<file path="src/rtl/noc_fifo_rr_sched_pkg.sv">
// Shared state encoding and index helpers for the NoC round-robin FIFO scheduler.
// MAXREQ bounds the number of requesters any instance may use.
package noc_sched_pkg;

   localparam int MAXREQ = 16;
   localparam int MAXIW  = 4;

   typedef enum logic {
      ST_IDLE   = 1'b0,
      ST_LOCKED = 1'b1
   } state_e;

   function automatic logic [MAXREQ-1:0] onehot(input logic [MAXIW-1:0] idx);
      logic [MAXREQ-1:0] v;
      v      = '0;
      v[idx] = 1'b1;
      return v;
   endfunction

endpackage

</file>
<file path="src/rtl/noc_fifo_rr_sched_if.sv">
// FIFO-side and output-stream handshake bundle of the round-robin scheduler.
// The slave modport is the scheduler's view; the master modport drives the FIFOs and the sink.
interface noc_fifo_rr_sched_if #(
   parameter int NREQ = 4,
   parameter int WID  = 32
) ();

   logic [NREQ-1:0]     fifo_empty;
   logic [NREQ*WID-1:0] fifo_dout;
   logic [NREQ-1:0]     fifo_readout;
   logic                out_vld;
   logic [WID-1:0]      out_data;
   logic                out_ready;

   modport master (
      output fifo_empty, fifo_dout, out_ready,
      input  fifo_readout, out_vld, out_data
   );

   modport slave (
      input  fifo_empty, fifo_dout, out_ready,
      output fifo_readout, out_vld, out_data
   );

endinterface

</file>
<file path="src/rtl/noc_fifo_rr_sched_pick.sv">
// Combinational round-robin picker: first requester found searching upward from last+1 with wrap.
module noc_rr_pick #(
   parameter int NREQ = 4,
   parameter int IW   = (NREQ > 1) ? $clog2(NREQ) : 1
) (
   input  logic [NREQ-1:0] req,
   input  logic [IW-1:0]   last,
   output logic            vld,
   output logic [IW-1:0]   idx
);

   // Walk from the farthest candidate to the nearest so the nearest hit overwrites.
   always_comb begin
      vld = 1'b0;
      idx = '0;
      for (int k = NREQ; k >= 1; k--) begin
         if (req[IW'((int'(last) + k) % NREQ)]) begin
            vld = 1'b1;
            idx = IW'((int'(last) + k) % NREQ);
         end
      end
   end

endmodule

</file>
<file path="src/rtl/noc_fifo_rr_sched.sv">
// Round-robin drain of NREQ ingress FIFOs into one registered valid/ready stream,
// holding the grant on one FIFO until its packet-last word is forwarded or the lock times out.
module noc_fifo_rr_sched
   import noc_sched_pkg::*;
#(
   parameter int NREQ    = 4,
   parameter int WID     = 32,
   parameter int LASTPOS = WID - 1,
   parameter int TMO     = 255,
   parameter int TWID    = $clog2(TMO + 1)
) (
   input  logic                 clk,
   input  logic                 rst_n,
   input  logic                 softreset,
   noc_fifo_rr_sched_if.slave   bus,
   output logic [NREQ-1:0]      grant,
   output logic                 busy,
   output logic                 err_timeout
);

   localparam int IW = (NREQ > 1) ? $clog2(NREQ) : 1;

   state_e            r_state, w_state_nxt;
   logic [IW-1:0]     r_own, w_own_nxt;
   logic [IW-1:0]     r_last, w_last_nxt;
   logic [TWID-1:0]   r_tmo, w_tmo_nxt, w_tmo_inc;
   logic              r_out_vld;
   logic [WID-1:0]    r_out_data;
   logic [NREQ-1:0]   r_grant;
   logic              r_err;

   logic              w_load, w_pop, w_err_set, w_pick_vld;
   logic [IW-1:0]     w_pick_idx, w_sel_idx;
   logic [WID-1:0]    w_word;
   logic [MAXREQ-1:0] w_oh_sel, w_oh_own;

   noc_rr_pick #(.NREQ(NREQ), .IW(IW)) u_pick (
      .req  (~bus.fifo_empty),
      .last (r_last),
      .vld  (w_pick_vld),
      .idx  (w_pick_idx)
   );

   assign w_load    = !r_out_vld || bus.out_ready;
   assign w_sel_idx = (r_state == ST_IDLE) ? w_pick_idx : r_own;
   assign w_word    = bus.fifo_dout[w_sel_idx*WID +: WID];
   assign w_tmo_inc = r_tmo + 1'b1;
   assign w_oh_sel  = onehot(MAXIW'(w_sel_idx));
   assign w_oh_own  = onehot(MAXIW'(w_own_nxt));

   always_comb begin
      w_state_nxt = r_state;
      w_own_nxt   = r_own;
      w_last_nxt  = r_last;
      w_tmo_nxt   = r_tmo;
      w_pop       = 1'b0;
      w_err_set   = 1'b0;
      case (r_state)
         ST_IDLE: begin
            if (w_load && w_pick_vld) begin
               w_pop = 1'b1;
               if (w_word[LASTPOS]) begin
                  w_last_nxt = w_pick_idx;
               end else begin
                  w_state_nxt = ST_LOCKED;
                  w_own_nxt   = w_pick_idx;
                  w_tmo_nxt   = '0;
               end
            end
         end
         ST_LOCKED: begin
            // Only the owner may be popped; an empty owner burns the timeout budget.
            if (!bus.fifo_empty[r_own]) begin
               if (w_load) begin
                  w_pop     = 1'b1;
                  w_tmo_nxt = '0;
                  if (w_word[LASTPOS]) begin
                     w_state_nxt = ST_IDLE;
                     w_last_nxt  = r_own;
                  end
               end
            end else if (w_tmo_inc == TWID'(TMO)) begin
               w_state_nxt = ST_IDLE;
               w_last_nxt  = r_own;
               w_tmo_nxt   = '0;
               w_err_set   = 1'b1;
            end else begin
               w_tmo_nxt = w_tmo_inc;
            end
         end
         default: ;
      endcase
      // A clearing cycle must not lose a word from any FIFO.
      if (softreset) w_pop = 1'b0;
   end

   always_ff @(posedge clk or negedge rst_n) begin
      if (!rst_n) begin
         r_state    <= ST_IDLE;
         r_own      <= '0;
         r_last     <= IW'(NREQ - 1);
         r_tmo      <= '0;
         r_out_vld  <= 1'b0;
         r_out_data <= '0;
         r_grant    <= '0;
         r_err      <= 1'b0;
      end else if (softreset) begin
         r_state    <= ST_IDLE;
         r_own      <= '0;
         r_last     <= IW'(NREQ - 1);
         r_tmo      <= '0;
         r_out_vld  <= 1'b0;
         r_out_data <= '0;
         r_grant    <= '0;
         r_err      <= 1'b0;
      end else begin
         r_state <= w_state_nxt;
         r_own   <= w_own_nxt;
         r_last  <= w_last_nxt;
         r_tmo   <= w_tmo_nxt;
         r_grant <= (w_state_nxt == ST_LOCKED) ? w_oh_own[NREQ-1:0] : '0;
         if (w_load) r_out_vld <= w_pop;
         if (w_pop) r_out_data <= w_word;
         if (w_err_set) r_err <= 1'b1;
      end
   end

   assign bus.fifo_readout = w_pop ? w_oh_sel[NREQ-1:0] : '0;
   assign bus.out_vld      = r_out_vld;
   assign bus.out_data     = r_out_data;
   assign grant            = r_grant;
   assign busy             = (r_state == ST_LOCKED) || r_out_vld;
   assign err_timeout      = r_err;

endmodule

</file>
<file path="src/flat_wrapper.sv">
// flat-port wrapper written by rule: the top's interface ports become plain ports
module noc_fifo_rr_sched_flat import noc_sched_pkg::*;
#(
   parameter int NREQ    = 4,
   parameter int WID     = 32,
   parameter int LASTPOS = WID - 1,
   parameter int TMO     = 255,
   parameter int TWID    = $clog2(TMO + 1)
)
  (clk, rst_n, softreset, grant, busy, err_timeout, bus_fifo_empty, bus_fifo_dout, bus_out_ready, bus_fifo_readout, bus_out_vld, bus_out_data);
  noc_fifo_rr_sched_if #(.NREQ(NREQ), .WID(WID)) bus_i ();
  input  logic clk;
  input  logic rst_n;
  input  logic softreset;
  output logic [NREQ-1:0] grant;
  output logic busy;
  output logic err_timeout;
  input wire logic [$bits(bus_i.fifo_empty)-1:0] bus_fifo_empty;
  input wire logic [$bits(bus_i.fifo_dout)-1:0] bus_fifo_dout;
  input wire logic [$bits(bus_i.out_ready)-1:0] bus_out_ready;
  output wire logic [$bits(bus_i.fifo_readout)-1:0] bus_fifo_readout;
  output wire logic [$bits(bus_i.out_vld)-1:0] bus_out_vld;
  output wire logic [$bits(bus_i.out_data)-1:0] bus_out_data;
  assign bus_i.fifo_empty = bus_fifo_empty;
  assign bus_i.fifo_dout = bus_fifo_dout;
  assign bus_i.out_ready = bus_out_ready;
  assign bus_fifo_readout = bus_i.fifo_readout;
  assign bus_out_vld = bus_i.out_vld;
  assign bus_out_data = bus_i.out_data;
  noc_fifo_rr_sched #(.NREQ(NREQ), .WID(WID), .LASTPOS(LASTPOS), .TMO(TMO), .TWID(TWID)) u_core (.clk(clk), .rst_n(rst_n), .softreset(softreset), .bus(bus_i), .grant(grant), .busy(busy), .err_timeout(err_timeout));
endmodule
</file>
<file path="config.mk">
export PLATFORM = sky130hd
export DESIGN_NAME = noc_fifo_rr_sched_flat
export DESIGN_NICKNAME = d
export VERILOG_FILES = /design/src/rtl/noc_fifo_rr_sched_pkg.sv /design/src/rtl/noc_fifo_rr_sched_if.sv /design/src/rtl/noc_fifo_rr_sched_pick.sv /design/src/rtl/noc_fifo_rr_sched.sv /design/src/flat_wrapper.sv
export SDC_FILE = /design/constraint.sdc
export NUM_CORES = 1
export LEC_CHECK = 0
export ABC_AREA = 1
export CAP_MARGIN = 20
export CORE_AREA = 2 2 93 95
export CTS_CLUSTER_SIZE = 16
export DETAILED_ROUTE_END_ITERATION = 10
export DIE_AREA = 0 0 95 97
export GPL_ROUTABILITY_DRIVEN = 0
export PLACE_DENSITY = 0.84
export SYNTH_ARGS = -nofsm -noshare
export SYNTH_HDL_FRONTEND = slang
export SYNTH_SLANG_ARGS = --single-unit
</file>
<file path="constraint.sdc">
create_clock -name clk -period 4.28 [get_ports clk]
set_input_delay 0.856 -clock clk [delete_from_list [all_inputs] [get_ports clk]]
set_output_delay 0.856 -clock clk [all_outputs]
set_load 0.005 [all_outputs]
</file>
## After elaboration in Yosys (flattened, before gate mapping)

Cells that the tools add are included.

- Output and inout port bits: 43
- Word-level logic and storage cells: 113
- Register bits: 51

- Bitwise operators: 2
- Reduce and logical (&&, ||, !) cells: 11
- $add $sub $neg: 5
- Equal/unequal tests: 7
- Shift operators: 1
- Magnitude comparators: 9
- Multiplexer cells: 70

Operators with widths:

| kind | number |
|---|---|
| $shiftx A128 B8 Y32 | 1 |
| $mux W32 | 2 |
| $mux W8 | 6 |
| $mux W1 | 32 |
| $mux W2 | 16 |
| $lt A2 B4 Y1 const B | 4 |
| $pmux W8 S2 | 1 |
| $mux W4 | 3 |
| $ne A4 B4 Y1 const B | 3 |
| $bmux W1 S2 | 5 |
| $lt A2 B5 Y1 const B | 2 |
| $add A8 B1 Y8 const B | 1 |
| $eq A8 B8 Y1 const B | 1 |
| $ne A3 B3 Y1 const B | 2 |
| $reduce_bool A2 Y1 | 3 |
| $reduce_and A5 Y1 | 1 |
| $add A2 B1 Y2 const B | 2 |
| $add A2 B2 Y2 const B | 2 |
| $demux W1 S2 | 2 |
| $ge A2 B1 Y1 const B | 2 |
| $not A4 Y4 | 1 |
| $pmux W1 S2 | 2 |
| $pmux W2 S2 | 1 |
| $logic_and A1 B1 Y1 | 3 |
| other kinds (6) | 7 |

## Logic depth before layout (Yosys ltp)

Gate-level depths: netlist (run 1).

- Depth after elaboration: 19
- Gate-level depth with buffers: 20

## Hierarchy

From an unflattened synthesis (run 1), not the netlist that was laid out.

- Cell total of the unflattened synthesis: 494
- Area total of the unflattened synthesis: 3,433.3 µm²

Modules (own cells, without submodules):

| module | area an instance (µm²) | cells an instance | instances |
|---|---|---|---|
| noc_fifo_rr_sched | 3,186.8 | 443 | 1 |
| noc_rr_pick | 246.5 | 51 | 1 |

## Worst setup path before layout (run 1)

No wires, ideal clock.

- Path type: input to output
- Start: input bus_fifo_empty[0]
- End: output bus_fifo_readout[0]
- Arrival: 1,976 ps
- Path buffers: 0
- Slack: 1,448 ps
- Stages: 9
- Data required time: 3,424 ps
- Cells stage by stage: a21oi_1 o21ai_0 nand2_1 inv_1 nand2_1 nand3_1 nor2_1 inv_1 nor3_1

- Cells in the longest elaborated chain, start to end: 14
- Elaborated cells between the ends (all ways): 35
- Classes of those cells: order compare: 2; mux: 30; bitwise: 1; reduce/logical: 2

RTL lines:

| element | line | text |
|---|---|---|
| from (decl) | flat_wrapper.sv:18 | `input wire logic [$bits(bus_i.fifo_empty)-1:0] bus_fifo_empty;` |
| $not A4 Y4 | noc_fifo_rr_sched.sv:38 | `.req (~bus.fifo_empty),` |
| $bmux W1 S2 | noc_fifo_rr_sched_pick.sv:17 | `if (req[IW'((int'(last) + k) % NREQ)]) begin` |
| $mux W1 (implied by the code) (2 in a row) | noc_fifo_rr_sched_pick.sv:17 |  |
| $mux W2 (4 in a row) | noc_fifo_rr_sched_pick.sv:17 |  |
| $mux W2 | noc_fifo_rr_sched.sv:45 | `assign w_sel_idx = (r_state == ST_IDLE) ? w_pick_idx : r_own;` |
| $lt A2 B5 Y1 (implied by the code) / $ge A2 B1 Y1 (equally long branches) | noc_fifo_rr_sched_pkg.sv:16 | `v[idx] = 1'b1;` |
| $logic_and A1 B1 Y1 (implied by the code) | noc_fifo_rr_sched_pkg.sv:16 |  |
| $mux W1 (implied by the code) | noc_fifo_rr_sched_pkg.sv:16 |  |
| $demux W1 S2 | - |  |
| $mux W4 * | noc_fifo_rr_sched.sv:128 | `assign bus.fifo_readout = w_pop ? w_oh_sel[NREQ-1:0] : '0;` |
| to (decl) | flat_wrapper.sv:21 | `output wire logic [$bits(bus_i.fifo_readout)-1:0] bus_fifo_readout;` |

Mark *: on every way between the ends. The rest lies on a longest branch, timed or not. The select of a mux whose other input is x is not followed.

## Worst setup path after layout (run 1)

- Start: input bus_fifo_empty[2]
- End: output bus_fifo_readout[2]

The elaborated chain is that of the path after synthesis.

==> impl_metrics.py, run 1 <==
metrics = {
    "status": {
        "status": "complete, no violations",
    },
    "placed_design": {
        "dp_cells": 792,
        "portBuffers": 178,
        "dpl.hpwl_mm": 8.83,
    },
    "global_routing": {
        "grt_pass1_wl_mm": 18.6,
        "grt_util_all_layers": 0.253,
        "grt_pass1_vias": 4145,
        "antenna_found_initial": 0,
        "grt_overflow_total": 0,
        "grt_max_degree": 52,
    },
    "clocking": {
        "ctsHoldBuffers": 0,
        "cts_tree": "done",
        "cts_sinks": 51,
        "tritoncts.num_buffers": 5,
        "clk_pin_slew_ns": 0.09,
        "post_cts.repair.setup_buffers": 0,
        "cts_resized": 0,
        "ctsHtreeMaxLevel": 2,
        "clock_latency_ns": 0.32,
        "cts_root_buf": "clkbuf_8",
        "clock_path_buffers": 2,
    },
    "drt": {
        "final_antenna_net_count": 0,
        "routed_wl_mm": 11.3,
        "drt-wirelength-per-cell_um": 14.2,
        "drc": 0,
        "vias": 4146,
        "first_pass_iters": 5,
        "drtIter0Drc": 178,
        "avgViaCountPerCell": 5.18,
    },
    "floorplan": {
        "fp.dieH_um": 97,
        "ioPinCount": 179,
        "row_count": 33,
        "dieArea_um2": 9220,
        "initial_core_util": 0.422,
        "coreArea_um2": 8130,
        "die_x_um": 95,
    },
    "sta": {
        "finClkSkew_ns": 0.0113,
        "drv_slew": 0,
        "period_share": 0.896,
        "fmax_ghz": 0.261,
        "setup_viol": 0,
        "rsz0062_at_grt": "false",
        "min_period_ns": 3.84,
        "slew_headroom": 0.501,
        "tns_ns": 0,
        "tightest_slew_ns": 0.742,
        "finalHoldViolations": 0,
    },
    "synth": {
        "yosys.area.top_type": "dfrtp_1",
        "synth_top_area_frac": 0.357,
        "synth.most_common_cell": "nand2_1",
        "syn_avg_cell_area_um2": 6.54,
        "synth_common_cells": "nand2_1 (255), nand3_1 (51), dfrtp_1 (49), nand4_1 (37), inv_1 (30)",
        "ys.flop_type": "dfrtp_1",
        "syn_area_um2": 3430,
        "yosysWarningCount": 0,
        "ys_seq_area_frac": 0.372,
        "syn_inst": 525,
        "ys_types": 30,
        "synth_seq_cells": 51,
        "syn-num-nets": 663,
        "async_flop_share": 1.00,
        "ys_top_cells_by_area": "dfrtp_1 (36%), nand2_1 (28%), nand3_1 (7.4%)",
        "synth-edff-count": 0,
    },
    "setup_path": {
        "ff2ff_setup_slack_ns": 1.75,
        "cp-start-kind": "input pin",
        "reg2regPathDepth": 17,
        "worst_ep_arrival_time_ns": 2.98,
        "r2r_start": "u_core.r_last[0]",
        "r2r-end": "u_core.r_tmo[4]",
        "crit_required_ns": 3.42,
        "worstPathMaxFanout": 9,
        "crit_type": "input pin to output pin",
        "end_kind": "output pin",
    },
    "min_path": {
        "hold_path_class": "flop to flop",
        "min-delay-start": "u_core.err_timeout",
        "min_to": "u_core.err_timeout",
        "worstHoldPathCells": 1,
    },
    "pwr": {
        "vdd_ir_drop_max_mv": 0.534,
        "power_density_nw_per_um2": 671,
        "p_leak_nw": 2.52,
    },
    "finish": {
        "fin_nets": 832,
        "final_cells": 800,
        "multi_input_area_um2": 1920,
        "seqCellArea_um2": 1280,
        "fillCellCount": 665,
        "drive_gt1_frac": 0.0748,
        "areaGrowthSynthToFinish_pct": 57.1,
        "num_antenna_cells": 0,
    },
    "flow_run": {
        "max_cap_viol_count": 0,
    },
}
[worst max-delay path by stage]
| stage | start | to | depth (start not counted) |
|---|---|---|---|
| 2_1_floorplan | bus_fifo_empty[0] | bus_fifo_readout[0] | 9 |
| 3_3_place_gp | bus_fifo_empty[0] | bus_fifo_readout[0] | 11 |
| 3_5_place_dp | bus_fifo_empty[0] | bus_fifo_readout[1] | 12 |
| 4_1_cts | bus_fifo_empty[0] | bus_fifo_readout[1] | 12 |
| 5_1_grt | bus_fifo_empty[0] | bus_fifo_readout[2] | 14 |
| 6_report | bus_fifo_empty[2] | bus_fifo_readout[2] | 12 |
[kinds of logic (layout without fill, tap and decap cells)]
| logic type | after synthesis | after routing | synth area share |
|---|---|---|---|
| buf+inv | 59 | 229 | 0.0714 |
| compound gates | 20 | 20 | 0.0419 |
| fa+ha+maj | 2 | 2 | 0.00729 |
| xor+xnor | 4 | 4 | 0.0102 |
| simple gates | 389 | 389 | 0.497 |
| flops | 51 | 51 | 0.372 |
[layout make-up]
cell class / instances / area share
multi-input combinational: 415 / 0.355
timing repair buffer: 187 / 0.342
sequential: 51 / 0.237
inverter: 34 / 0.0246
tap: 105 / 0.0244
clock buffer: 6 / 0.0135
clock inverter: 2 / 0.00325
[registers in the layout (all words and copies together), names as in the netlist]
name,count
u_core.bus.out_vld,1
u_core.bus.out_data,32
u_core.r_last,2
u_core.r_state,1
u_core.r_own,2
u_core.grant,4
u_core.err_timeout,1
u_core.r_tmo,8
[critical path: stages]
cell	delay [ns]
clkdlybuf4s50_1	0.43
inv_1	0.09
nand2_1	0.06
nand2_2	0.09
nand2_1	0.09
and2_4	0.15
nand2_2	0.07
nand3_2	0.09
nand2_4	0.14
inv_2	0.09
nor3_1	0.26
clkdlybuf4s50_1	0.55
[layer usage]
layer	GRT usage	up-vias	routed length [um]	part of all wire
li1	-	2026	-	-
met1	0.300	1890	4430	0.39
met2	0.443	188	5770	0.51
met3	0.0514	42	786	0.069
met4	0.0948	0	369	0.033
met5	0	-	0	0
[layout by cell type (no fill, tap or decap), types with 2 or more instances in the layout]
cell,n
nand3_2,2
dfstp_2,2
nor2_1,15
nor3_1,8
nor4_1,2
o21ai_0,5
inv_1,30
buf_4,9
o21ai_2,8
clkinv_4,2
nand3_1,51
nand2_4,2
nor2_2,5
nand4_1,37
clkbuf_8,5
clkdlybuf4s50_1,177
xor2_1,3
a21oi_1,5
nand2_2,9
dfrtp_1,49
ha_1,2
inv_2,2
nand2_1,255
[stage by stage]
stage	area (um2)	util	power [mW]	hold slack (ns)	worst slack [ns]
2_1_floorplan	3430	-	2.46	0.487	1.45
3_3_place_gp	5300	0.652	3.27	0.481	0.613
3_5_place_dp	5300	0.652	3.34	0.488	0.500
4_1_cts	5390	0.663	3.64	0.521	0.498
5_1_grt	5390	0.663	3.97	0.531	0.312
6_report	5390	0.663	3.62	0.509	0.445
[report_power, final]
part / total, mW / leakage (nW) / switching, mW / internal (mW)
combinational: 2.60 / 1.80 / 1.62 / 0.982
clock: 0.287 / 0.0454 / 0.169 / 0.118
sequential: 0.730 / 0.676 / 0.0960 / 0.634
total: 3.62 / 2.52 / 1.88 / 1.73
Power figures use the tool's default switching activity.
==> run 2, diff against run 1 <==
--- a/config.mk
+++ b/config.mk
@@ -15,4 +15,5 @@
 export PLACE_DENSITY = 0.84
 export SYNTH_ARGS = -nofsm -noshare
 export SYNTH_HDL_FRONTEND = slang
+export SYNTH_HIERARCHICAL = 1
 export SYNTH_SLANG_ARGS = --single-unit
==> impl_metrics.py, run 2 <==
metrics = {
    "synth": {
        "synth_top_area_frac": 0.357,
        "synth-edff-count": 0,
        "syn_inst": 494,
        "syn_area_um2": 3430,
        "synth.most_common_cell": "nand2_1",
        "ys.flop_type": "dfrtp_1",
        "yosys.area.top_type": "dfrtp_1",
        "yosysWarningCount": 6,
        "syn-num-nets": 632,
        "syn_avg_cell_area_um2": 6.95,
        "synth-xor-area-share": 0.00510,
        "ys_types": 34,
        "synth_fa_ha_area_frac": 0.00729,
        "synth_top_family_by_area": "simple AND/OR/NAND/NOR gates",
        "synth_seq_cells": 51,
        "synthSimpleGateAreaFrac": 0.339,
        "async_flop_share": 1.00,
        "synthMuxAreaShare": 0,
        "ys_top_cells_by_area": "dfrtp_1 (36%), nand2_1 (18%), nand3_1 (7.3%)",
        "synth_compound_area_frac": 0.161,
        "ys_seq_area_frac": 0.372,
        "synth_common_cells": "nand2_1 (163), inv_1 (56), nand3_1 (50), dfrtp_1 (49), o21ai_1 (34)",
    },
    "clocking": {
        "clock_latency_ns": 0.31,
        "ctsHoldBuffers": 0,
        "cts_tree": "done",
        "cts_root_buf": "clkbuf_8",
        "clock_path_buffers": 2,
        "post_cts.repair.setup_buffers": 0,
        "ctsHtreeMaxLevel": 2,
        "cts_sinks": 51,
        "tritoncts.num_buffers": 5,
        "clk_pin_slew_ns": 0.09,
        "cts_resized": 0,
    },
    "global_routing": {
        "grt_overflow_total": 0,
        "grt_pass1_vias": 3864,
        "grt_pass1_wl_mm": 17.6,
        "grt_max_degree": 52,
        "antenna_found_initial": 0,
        "grt_util_all_layers": 0.239,
    },
    "sta": {
        "period_share": 0.935,
        "fmax_ghz": 0.250,
        "tightest_slew_ns": 0.641,
        "setup_viol": 0,
        "drv_slew": 0,
        "worst_hold_slack_ns": 0.525,
        "rsz0062_at_grt": "false",
        "finClkSkew_ns": 0.0113,
        "finalHoldViolations": 0,
        "slew_headroom": 0.573,
        "tns_ns": 0,
        "min_period_ns": 4.00,
    },
    "drt": {
        "drt-wirelength-per-cell_um": 14.6,
        "met2_length_mm": 5.57,
        "maxUsedRoutingLayer": "met4",
        "final_antenna_net_count": 0,
        "vias": 3925,
        "avgViaCountPerCell": 5.08,
        "drtIter0Drc": 184,
        "met1_length_mm": 4.39,
        "first_pass_iters": 5,
        "drc": 0,
        "routed-wl-met3_um": 990,
        "routed_wl_mm": 11.2,
    },
    "pwr": {
        "seqPwrFrac": 0.199,
        "p_leak_nw": 2.38,
        "total_power_mw": 3.64,
        "pwr-share-comb": 0.708,
        "power_switching_mw": 1.81,
        "vdd_ir_drop_max_mv": 1.09,
        "power_density_nw_per_um2": 677,
        "switching_share": 0.497,
        "p_clk_frac": 0.093,
        "p_int_mw": 1.83,
    },
    "setup_path": {
        "crit_top_cell": "inv_1",
        "cp-start-kind": "input pin",
        "cp.buffers_inverters": 7,
        "crit_type": "input pin to output pin",
        "worst_ep_arrival_time_ns": 3.15,
        "crit_required_ns": 3.42,
        "worstSetupStartpoint": "bus_fifo_empty[2]",
        "end_kind": "output pin",
        "cpPeakStageDelay_ns": 0.54,
        "critPathTopFamily": "buffers and inverters",
        "crit_path_top_delay_cell": "clkdlybuf4s50_1",
        "path_cells": "clkdlybuf4s50_1 > inv_1 > inv_1 > o21ai_1 > nor2_2 > nand2_1 > inv_1 > nor3_2 > inv_2 > a21oi_4 > inv_2 > nor3_1 > clkdlybuf4s50_1",
        "r2r_start": "u_core/r_last[0]",
        "worstPathMaxFanout": 5,
    },
    "floorplan": {
        "coreArea_um2": 8130,
        "fp.dieH_um": 97,
        "die_x_um": 95,
        "ioPinCount": 179,
        "initial_core_util": 0.422,
        "row_count": 33,
        "dieArea_um2": 9220,
    },
    "finish": {
        "layout_commonest_cell": "clkdlybuf4s50_1",
        "fin_nets": 804,
        "fillCellCount": 695,
        "areaGrowthSynthToFinish_pct": 56.7,
        "num_antenna_cells": 0,
        "final_cell_mix": "clkdlybuf4s50_1 (177), nand2_1 (163), inv_1 (56)",
        "drive_gt1_frac": 0.0930,
        "largest_reg_flops": 32,
    },
    "status": {
        "status": "complete, no violations",
    },
    "placed_design": {
        "dpl.hpwl_mm": 8.73,
        "portBuffers": 178,
    },
    "min_path": {
        "min-delay-start": "u_core/bus.out_data[25]",
        "hold_path_class": "flop to flop",
    },
    "flow_run": {
        "max_cap_viol_count": 0,
    },
}
run 2: changes by cell type after synthesis, moves of 6 or more:
cell / delta
nand2_1: -92
nand4_1: -34
o21ai_1: +34
a22oi_1: +31
inv_1: +26
clkbuf_1: -14
inv_2: +8
nand2_2: +6
o21ai_2: -6
run 2: path summary, 6_finish.rpt:
| check | to | slack [ns] | depth (start not counted) |
|---|---|---|---|
| hold / removal | u_core/bus.out_data[25] | 0.53 | 2 |
| max in group asynchronous | u_core/bus.out_vld | 3.21 | 2 |
| hold reg to reg | u_core/bus.out_data[25] | 0.53 | 2 |
| min in group asynchronous | u_core/grant[0] | 0.64 | 2 |
| setup reg to reg | u_core/bus.out_data[8] | 1.66 | 13 |
| setup / recovery | bus_fifo_readout[3] | 0.28 | 13 |
run 2: logic make-up (layout without fill, tap and decap cells):
family | count (synthesis) | after routing
fa+ha+maj | 2 | 2
xor+xnor | 2 | 2
buf+inv | 88 | 261
flops | 51 | 51
compound gates | 86 | 86
simple gates | 265 | 265
run 2: power groups by stage:
stage / registers, mW / clock network (mW) / logic (mW)
final: 0.724 / 0.340 / 2.58
after global routing: 0.743 / 0.369 / 2.86
after CTS: 0.724 / 0.349 / 2.59
after detailed placement: 0.732 / 0 / 2.58
after global placement: 0.726 / 0 / 2.48
after floorplan: 0.708 / 0 / 1.81
run 2: per-stage QoR:
| step | area (um2) | setup WS (ns) | util | cells |
|---|---|---|---|---|
| 2_1_floorplan | 3430 | 1.21 | - | 494 |
| 3_5_place_dp | 5270 | 0.336 | 0.647 | 764 |
| 4_1_cts | 5380 | 0.310 | 0.661 | 772 |
| 5_1_grt | 5380 | 0.127 | 0.661 | 772 |
| 3_3_place_gp | 5270 | 0.453 | 0.647 | 764 |
| 6_report | 5380 | 0.278 | 0.661 | 772 |
run 2: per-layer routing:
metal  GRT usage  vias up
met5           0        -
met4      0.0814        0
met3      0.0615       30
met2       0.423      186
met1       0.275     1772
li1            -     1937
run 2: layout make-up:
type,instances,area (um2),share of cell area
Timing Repair Buffer,186,1840,0.341
Multi-Input combinational cell,355,1760,0.328
Sequential cell,51,1280,0.238
Inverter,67,256,0.0477
Tap cell,105,131,0.0244
Clock buffer,5,68.8,0.0128
Clock inverter,3,43.8,0.00814
run 2: worst min-delay path: stages, from the launching register on:
cell     delay, ns
dfrtp_1       0.38
inv_1         0.05
o21ai_1       0.06
